$ cat config.mk
export PLATFORM = sky130hd
export DESIGN_NAME = seq_wide_adder
export DESIGN_NICKNAME = d
export VERILOG_FILES = /design/src/rtl/seq_adder_pkg.sv /design/src/rtl/cla_slice.sv /design/src/rtl/seq_wide_adder.sv
export SDC_FILE = /design/constraint.sdc
export NUM_CORES = 1
export LEC_CHECK = 0
export BUFFER_PORTS_ARGS = -buffer_cell sky130_fd_sc_hd__clkbuf_2
export CAP_MARGIN = 5
export CORE_MARGIN = 5
export CORE_UTILIZATION = 25
export DETAILED_ROUTE_END_ITERATION = 8
export SLEW_MARGIN = 0
export SYNTH_ARGS = -nofsm -noshare
export SYNTH_HDL_FRONTEND = slang
export SYNTH_SLANG_ARGS = --single-unit
$ cat constraint.sdc
create_clock -name clk -period 4.1 [get_ports clk]
set_input_delay 0.205 -clock clk [delete_from_list [all_inputs] [get_ports clk]]
set_output_delay 0.205 -clock clk [all_outputs]
set_load 0.03 [all_outputs]
$ cat src/rtl/seq_adder_pkg.sv
// rtl/seq_adder_pkg.sv - shared constants, FSM state type and clog2 helper for seq_wide_adder
package seq_adder_pkg;

    localparam int DEF_WIDTH = 32;
    localparam int DEF_SLICE = 16;

    typedef enum logic [1:0] {
        ST_IDLE = 2'd0,
        ST_RUN  = 2'd1,
        ST_DONE = 2'd2
    } state_e;

    function automatic int clog2(input int value);
        int r;
        r = 0;
        for (int i = 0; i < 31; i++) begin
            if ((1 << i) < value) begin
                r = i + 1;
            end
        end
        return r;
    endfunction

endpackage

$ cat src/rtl/cla_slice.sv
// rtl/cla_slice.sv - SLICE-bit combinational carry-lookahead adder, 4-bit lookahead groups
module cla_slice #(
    parameter int SLICE = 16
) (
    input  logic [SLICE-1:0] a,
    input  logic [SLICE-1:0] b,
    input  logic             cin,
    output logic [SLICE-1:0] sum,
    output logic             cout
);

    localparam int GRP  = 4;
    localparam int NGRP = (SLICE + GRP - 1) / GRP;

    logic [SLICE-1:0] w_g;
    logic [SLICE-1:0] w_p;
    logic [SLICE-1:0] w_c;
    logic [NGRP:0]    w_grp_c;

    assign w_g = a & b;
    assign w_p = a ^ b;

    // Group carries come from each group's generate/propagate pair, then bit carries
    // are resolved inside each group from that group's carry-in.
    always_comb begin
        logic gg;
        logic gp;
        logic ci;
        w_grp_c    = '0;
        w_grp_c[0] = cin;
        for (int g = 0; g < NGRP; g++) begin
            gg = 1'b0;
            gp = 1'b1;
            for (int k = g * GRP; k < (g + 1) * GRP && k < SLICE; k++) begin
                gg = w_g[k] | (w_p[k] & gg);
                gp = gp & w_p[k];
            end
            w_grp_c[g+1] = gg | (gp & w_grp_c[g]);
        end
        w_c = '0;
        for (int i = 0; i < SLICE; i++) begin
            ci = w_grp_c[i / GRP];
            for (int k = (i / GRP) * GRP; k < i; k++) begin
                ci = w_g[k] | (w_p[k] & ci);
            end
            w_c[i] = ci;
        end
    end

    assign sum  = w_p ^ w_c;
    assign cout = w_grp_c[NGRP];

endmodule

$ cat src/rtl/seq_wide_adder.sv
// rtl/seq_wide_adder.sv - multi-cycle WIDTH-bit adder, one SLICE-bit chunk per clock, LSB first
// Optional signed-overflow output enabled by defining SEQ_ADDER_OVF_EN.
module seq_wide_adder
    import seq_adder_pkg::*;
#(
    parameter int WIDTH = DEF_WIDTH,
    parameter int SLICE = DEF_SLICE
) (
    input  logic             clk,
    input  logic             rst_n,
    input  logic             in_valid,
    output logic             in_ready,
    input  logic [WIDTH-1:0] a,
    input  logic [WIDTH-1:0] b,
    input  logic             cin,
    output logic             out_valid,
    input  logic             out_ready,
    output logic [WIDTH-1:0] sum,
`ifdef SEQ_ADDER_OVF_EN
    output logic             cout,
    output logic             ovf
`else
    output logic             cout
`endif
);

    localparam int NSLICES = WIDTH / SLICE;
    localparam int IDX_W   = (clog2(NSLICES) < 1) ? 1 : clog2(NSLICES);

    localparam logic [1:0] S_IDLE = ST_IDLE;
    localparam logic [1:0] S_RUN  = ST_RUN;
    localparam logic [1:0] S_DONE = ST_DONE;

    logic [1:0]       r_state;
    logic [IDX_W-1:0] r_idx;
    logic             r_carry;
    logic [WIDTH-1:0] r_op_a;
    logic [WIDTH-1:0] r_op_b;
    logic [WIDTH-1:0] r_sum;
    logic             r_cout;
`ifdef SEQ_ADDER_OVF_EN
    logic             r_ovf;
`endif

    logic [SLICE-1:0] w_slice_a;
    logic [SLICE-1:0] w_slice_b;
    logic [SLICE-1:0] w_slice_sum;
    logic             w_slice_cout;
    logic             w_last;

    assign w_slice_a = r_op_a[int'(r_idx)*SLICE +: SLICE];
    assign w_slice_b = r_op_b[int'(r_idx)*SLICE +: SLICE];
    assign w_last    = (r_idx == IDX_W'(NSLICES - 1));

    cla_slice #(
        .SLICE (SLICE)
    ) u_cla_slice (
        .a    (w_slice_a),
        .b    (w_slice_b),
        .cin  (r_carry),
        .sum  (w_slice_sum),
        .cout (w_slice_cout)
    );

    always_ff @(posedge clk or negedge rst_n) begin
        if (!rst_n) begin
            r_state <= S_IDLE;
            r_idx   <= '0;
            r_carry <= 1'b0;
            r_op_a  <= '0;
            r_op_b  <= '0;
            r_sum   <= '0;
            r_cout  <= 1'b0;
`ifdef SEQ_ADDER_OVF_EN
            r_ovf   <= 1'b0;
`endif
        end else begin
            case (r_state)
                S_IDLE: begin
                    if (in_valid) begin
                        r_op_a  <= a;
                        r_op_b  <= b;
                        r_carry <= cin;
                        r_idx   <= '0;
                        r_state <= S_RUN;
                    end
                end
                S_RUN: begin
                    r_sum[int'(r_idx)*SLICE +: SLICE] <= w_slice_sum;
                    r_carry                           <= w_slice_cout;
                    if (w_last) begin
                        r_cout  <= w_slice_cout;
`ifdef SEQ_ADDER_OVF_EN
                        // On the last chunk the slice MSB is the final sum MSB.
                        r_ovf   <= (r_op_a[WIDTH-1] == r_op_b[WIDTH-1]) &&
                                   (w_slice_sum[SLICE-1] != r_op_a[WIDTH-1]);
`endif
                        r_state <= S_DONE;
                    end else begin
                        r_idx <= r_idx + 1'b1;
                    end
                end
                S_DONE: begin
                    if (out_ready) begin
                        r_state <= S_IDLE;
                    end
                end
                default: begin
                    r_state <= S_IDLE;
                end
            endcase
        end
    end

    assign in_ready  = (r_state == S_IDLE);
    assign out_valid = (r_state == S_DONE);
    assign sum       = r_sum;
    assign cout      = r_cout;
`ifdef SEQ_ADDER_OVF_EN
    assign ovf       = r_ovf;
`endif

endmodule
==> qor.yml, run 1 <==
ys_seq_area_share_pct: 52.43
crit_arrival_ns: 3.99
setup.worst_path.end_class: "register"
synth_edf_count: 0
grt_pass1_wl_um: 18580
final_common_cell: "clkbuf_2"
area_growth_pct: 21.98
drc: 0
multi_input_comb_area_um2: 2085
cp-startpoint: "r_idx"
setup-tns-final_ns: 0
highest_layer: "met4"
min_period_over_period_pct: 92.24
wire_per_inst_um: 15.68
crit_end: "sum[30]"
maxSlewViolCount: 0
clock_skew_ns: 0.009692
root_buffer: "clkbuf_16"
period_needed_ns: 3.782
async_flop_share_pct: 100.0
initial_utilization_pct: 25.60
worst-setup-path-type: "reg2reg"
core-area_um2: 18830
firstDrtPassIters: 4
worst_hold_path_type: "in2async"
vias_per_cell: 4.209
worstSkewPairLatency_ns: 0.35
worstMarginPinSlew_ns: 0.9155
wl_met3_um: 622
routed-wl-met2_um: 5456
h-tree-depth: 3
antenna_found_initial: 0
antennaDiodeCount: 0
whs_ns: -0.03150
drive_gt1_share_pct: 43.36
regArea_um2: 2531
synth-main-ff-cell: "dfrtp_1"
yosysUniqueCellTypes: 34
max_cap_violations: 0
relSlewSlack_pct: 38.97
grt_max_degree: 72
synth_seq_cells: 101
synth_area_um2: 4821
nFillCells: 1914
rows: 50
clock_path_buffers: 2
r2r_cells: 12
ant_nets: 0
fin_util_pct: 31.23
worstSetupStartpointType: "register"
fin_ws_ns: 0.3182
drt-total-wl_um: 11630
clock_sinks: 101
gp_congestion: 0.7767
timing.fmax_mhz: 264.4
rsz0062_at_grt: "false"
violations: "hold timing"
met1_length_um: 5346
final_nets: 574
grt_usage_pct: 10.89
cts_setup_buffers: 0
vias: 3123
final-hold-violation-count: 27
worst_ep_required_time_ns: 4.31
die_w_um: 148.9
pin_count: 104
postSynthAreaPerCell_um2: 12.86
mostFrequentLayoutCells: "102 x clkbuf_2, 100 x dfrtp_1, 76 x mux2_2"
ys_warn_count: 0
gr-total-overflow: 0
syn_nets: 472
status: "complete, but fails checks"
design.die.area_um2: 22160
numCtsBuffers: 9
dp_hpwl_um: 9223
cts.clk_slew.worst_paths_ns: 0.07
crit_fanout: 19
ctsHoldBuffers: 0
port-buffer-count: 103
fp.dieH_um: 148.9
netlist_instances: 375
cts_tree: "yes"
pre_cts_slack_ns: 0.2109
r2r_start: "r_idx"
rr_endpoint: "sum[30]"
drt_iter0_markers: 138
regToRegSetupSlack_ns: 0.32
grt_pass1_vias: 3469
setup_viol: 0
[worst max-delay path: stages (launching register included)]
cell	delay, ns
dfrtp_4	0.61
mux2i_1	0.36
inv_1	0.09
ha_1	0.32
a21oi_1	0.07
a21boi_0	0.18
a311o_1	0.24
a21oi_2	0.10
o21ba_1	0.21
fa_1	0.39
fa_1	0.39
fa_1	0.56
o21ai_0	0.12
[kinds of logic after synthesis]
logic type	count (synthesis)	synth area share (%)
flops	101	52.43
mux	98	22.32
compound gates	51	6.177
simple gates	50	4.776
buf+inv	43	4.438
fa+ha+maj	28	9.136
xor+xnor	4	0.7266
[timing repair]
action,CTS,global route
endpoints found under the setup margin,0,3
gates resized for setup,0,1
hold endpoints to repair,0,0
[per-stage QoR]
stage | cell area (µm²) | cells
final | 5881 | 742
after detailed placement | 5595 | 726
after global routing | 5881 | 742
after global placement | 5595 | 726
after CTS | 5878 | 742
after floorplan | 4821 | 375
[Yosys cell counts (3+ instances only)]
master	count	share of area, %
a21oi_1	6	0.62
nor2_1	3	0.23
dfrtp_1	101	52
buf_2	11	1.1
nor2b_1	4	0.52
o21ai_0	33	3.4
mux2_2	76	18
nand2_1	33	2.6
xor2_1	4	0.73
fa_1	12	5.0
inv_1	25	1.9
ha_1	16	4.2
mux2i_1	22	4.6
buf_6	5	1.2
[state kept, by name, indices dropped and copies added, names as in the netlist]
name	count
r_op_a	32
sum	32
r_carry	1
r_idx	1
r_op_b	32
cout	1
r_state	2
[cell type report]
type	instances	share of cell area (%)
sequential	101	43.04
multi-input combinational	231	35.45
clock inverter	7	0.9787
inverter	25	1.596
tap	260	5.532
timing repair buffer	109	9.574
clock buffer	9	3.830
[how the worst min path moves through the flow]
stage	endpoint	slack, ns	depth (start not counted)
6_report	r_op_b[25]	-0.03	1
5_1_grt	r_op_b[25]	0.04	1
4_1_cts	r_op_b[27]	0.002	1
3_5_place_dp	r_op_b[25]	0.39	1
3_3_place_gp	r_op_b[10]	0.37	1
2_1_floorplan	cout	-0.09	0
[layer usage]
| layer | vias up | global-route usage (%) |
|---|---|---|
| met3 | 14 | 3.039 |
| li1 | 1497 | - |
| met1 | 1542 | 14.41 |
| met5 | - | 0 |
| met4 | 0 | 3.844 |
| met2 | 70 | 17.19 |
Power of run 1 is left out: the tool's default activity adds up to more than one toggle a clock period on the data nets, which glitch-free logic cannot reach.
==> inputs of run 2 (changes only) <==
--- a/config.mk
+++ b/config.mk
@@ -8,8 +8,10 @@
 export BUFFER_PORTS_ARGS = -buffer_cell sky130_fd_sc_hd__clkbuf_2
 export CAP_MARGIN = 5
 export CORE_MARGIN = 5
-export CORE_UTILIZATION = 25
+export CORE_UTILIZATION = 54
 export DETAILED_ROUTE_END_ITERATION = 8
+export PLACE_DENSITY = 0.79
+export SKIP_CTS_REPAIR_TIMING = 1
 export SLEW_MARGIN = 0
 export SYNTH_ARGS = -nofsm -noshare
 export SYNTH_HDL_FRONTEND = slang
==> run 2 against run 1 <==
The flow now finishes without violations. Core utilization rose by 33 points. Non-clock buffer count is 1 lower. Count of clock-buffer cells in the layout unchanged. Die area down 51%. Sequential share of layout area is 2.3 points higher. Register-to-register slack worse by 0.03 ns. Cell count decreased by 21%. Worst hold slack improved by 0.074 ns. Final area shrank 5.2%. Routed wire length decreased by 17%. Critical path type unchanged. Largest cell class unchanged. Highest routed layer unchanged.
==> qor.yml, run 2 (synthesized netlist as in run 1, its figures left out) <==
worst_ep_required_time_ns: 4.32  # about the same
regToRegSetupSlack_ns: 0.29  # -0.03 ns
rows: 34  # -32%
final_common_cell: "clkbuf_2"
whs_ns: 0.04269  # +0.07418 ns
setup-tns-final_ns: 0  # unchanged
die_w_um: 104.5  # -30%
grt_pass1_wl_um: 16420  # -12%
dpl_cell_area_um2: 5390  # -3.7%
area_growth_pct: 15.60
root_buffer: "clkbuf_8"
dp_hpwl_um: 7537  # -18%
grt_max_degree: 56  # -22%
antenna_found_initial: 0  # unchanged
drt_iter0_markers: 86  # -38%
h-tree-depth: 3  # unchanged
final_nets: 573  # -0.17%
cts.clk_slew.worst_paths_ns: 0.10  # +0.03 ns
worstSkewPairLatency_ns: 0.36  # about the same
initial_utilization_pct: 55.28  # +30 points
status: "finished, final reports clean"
vias: 3095  # -0.90%
gp_congestion: 0.8062  # +3.8%
drive_gt1_share_pct: 43.04  # -0.33 points
ant_nets: 0  # unchanged
drt-total-wl_um: 9670  # -17%
port-buffer-count: 103  # unchanged
postLayoutCellArea_um2: 5573  # -5.2%
firstDrtPassIters: 4  # unchanged
final-hold-violation-count: 0  # -100%
cts_tree: "yes"
worst_hold_path_type: "in2reg"
crit_fanout: 17  # -2
numCtsBuffers: 9  # unchanged
nFillCells: 697  # -64%
antennaDiodeCount: 0  # unchanged
clock_skew_ns: 0.01001  # +0.0003216 ns
wire_per_inst_um: 16.42  # +4.7%
fp.dieH_um: 104.5  # -30%
min_period_over_period_pct: 92.88  # +0.64 points
clock_sinks: 101  # unchanged
mostFrequentLayoutCells: "102 x clkbuf_2, 100 x dfrtp_1, 76 x mux2_2"
regArea_um2: 2529  # about the same
grt_usage_pct: 18.63  # +7.7 points
crit_arrival_ns: 4.03  # +0.04 ns
timing.fmax_mhz: 262.6  # -0.69%
relSlewSlack_pct: 46.30  # +7.3 points
clock_path_buffers: 2  # unchanged
maxSlewViolCount: 0  # unchanged
period_needed_ns: 3.808  # +0.02622 ns
gr-total-overflow: 0  # unchanged
drc: 0  # unchanged
rsz0062_at_grt: "false"
vias_per_cell: 5.255  # +25%
core-area_um2: 8721  # -54%
worstSetupStartpointType: "register"
grt_pass1_vias: 3305  # -4.7%
setup_viol: 0  # unchanged
max_cap_violations: 0  # unchanged
worst-setup-path-type: "reg2reg"
worstMarginPinSlew_ns: 0.8035  # -0.1119 ns
pin_count: 104  # unchanged
setup.worst_path.end_class: "register"
design.die.area_um2: 10920  # -51%
multi_input_comb_area_um2: 2085  # unchanged
## run 2: cell type report
cell class / instances / share of cell area, %
Multi-Input combinational cell: 231 / 37.40
Sequential cell: 101 / 45.38
Clock buffer: 9 / 2.223
Inverter: 25 / 1.684
Clock inverter: 7 / 0.8756
Tap cell: 108 / 2.425
Timing Repair Buffer: 108 / 10.01
## run 2: metal layers
layer | routed length, µm | vias to the layer above | track usage, %
li1 | - | 1485 | -
met1 | 4406 | 1518 | 26.47
met2 | 4620 | 77 | 28.46
met3 | 466 | 15 | 3.973
met4 | 177 | 0 | 6.383
met5 | 0 | - | 0
## run 2: final timing paths
| kind | startpoint | end | cells past startpoint |
|---|---|---|---|
| worst max-delay path | r_idx | sum[31] | 11 |
| worst min-delay path | out_ready | r_state[1] | 2 |
| worst max register to register | r_idx | sum[31] | 11 |
| worst min register to register | sum[28] | sum[28] | 2 |
| max in group asynchronous | rst_n | r_idx | 3 |
| min in group asynchronous | rst_n | r_op_b[25] | 2 |
## run 2: per-stage QoR
stage          cells  worst slack [ns]  util [%]
2_1_floorplan    375            0.5560         -
3_3_place_gp     572            0.4030     61.81
3_5_place_dp     572            0.3082     61.81
4_1_cts          588            0.2755     63.79
5_1_grt          589           0.03378     63.90
6_report         589            0.2919     63.90
## run 2: critical path, cell delays in order, from the launching register on
cell and delay [ns]:
dfrtp_2 0.66, buf_4 0.33, mux2_2 0.40, ha_1 0.30
a311o_1 0.24, a21oi_2 0.09, o21ba_1 0.22, fa_1 0.38
fa_1 0.40, fa_1 0.38, xor2_1 0.17, o21ai_0 0.09
Power of run 2 is left out for the same reason.
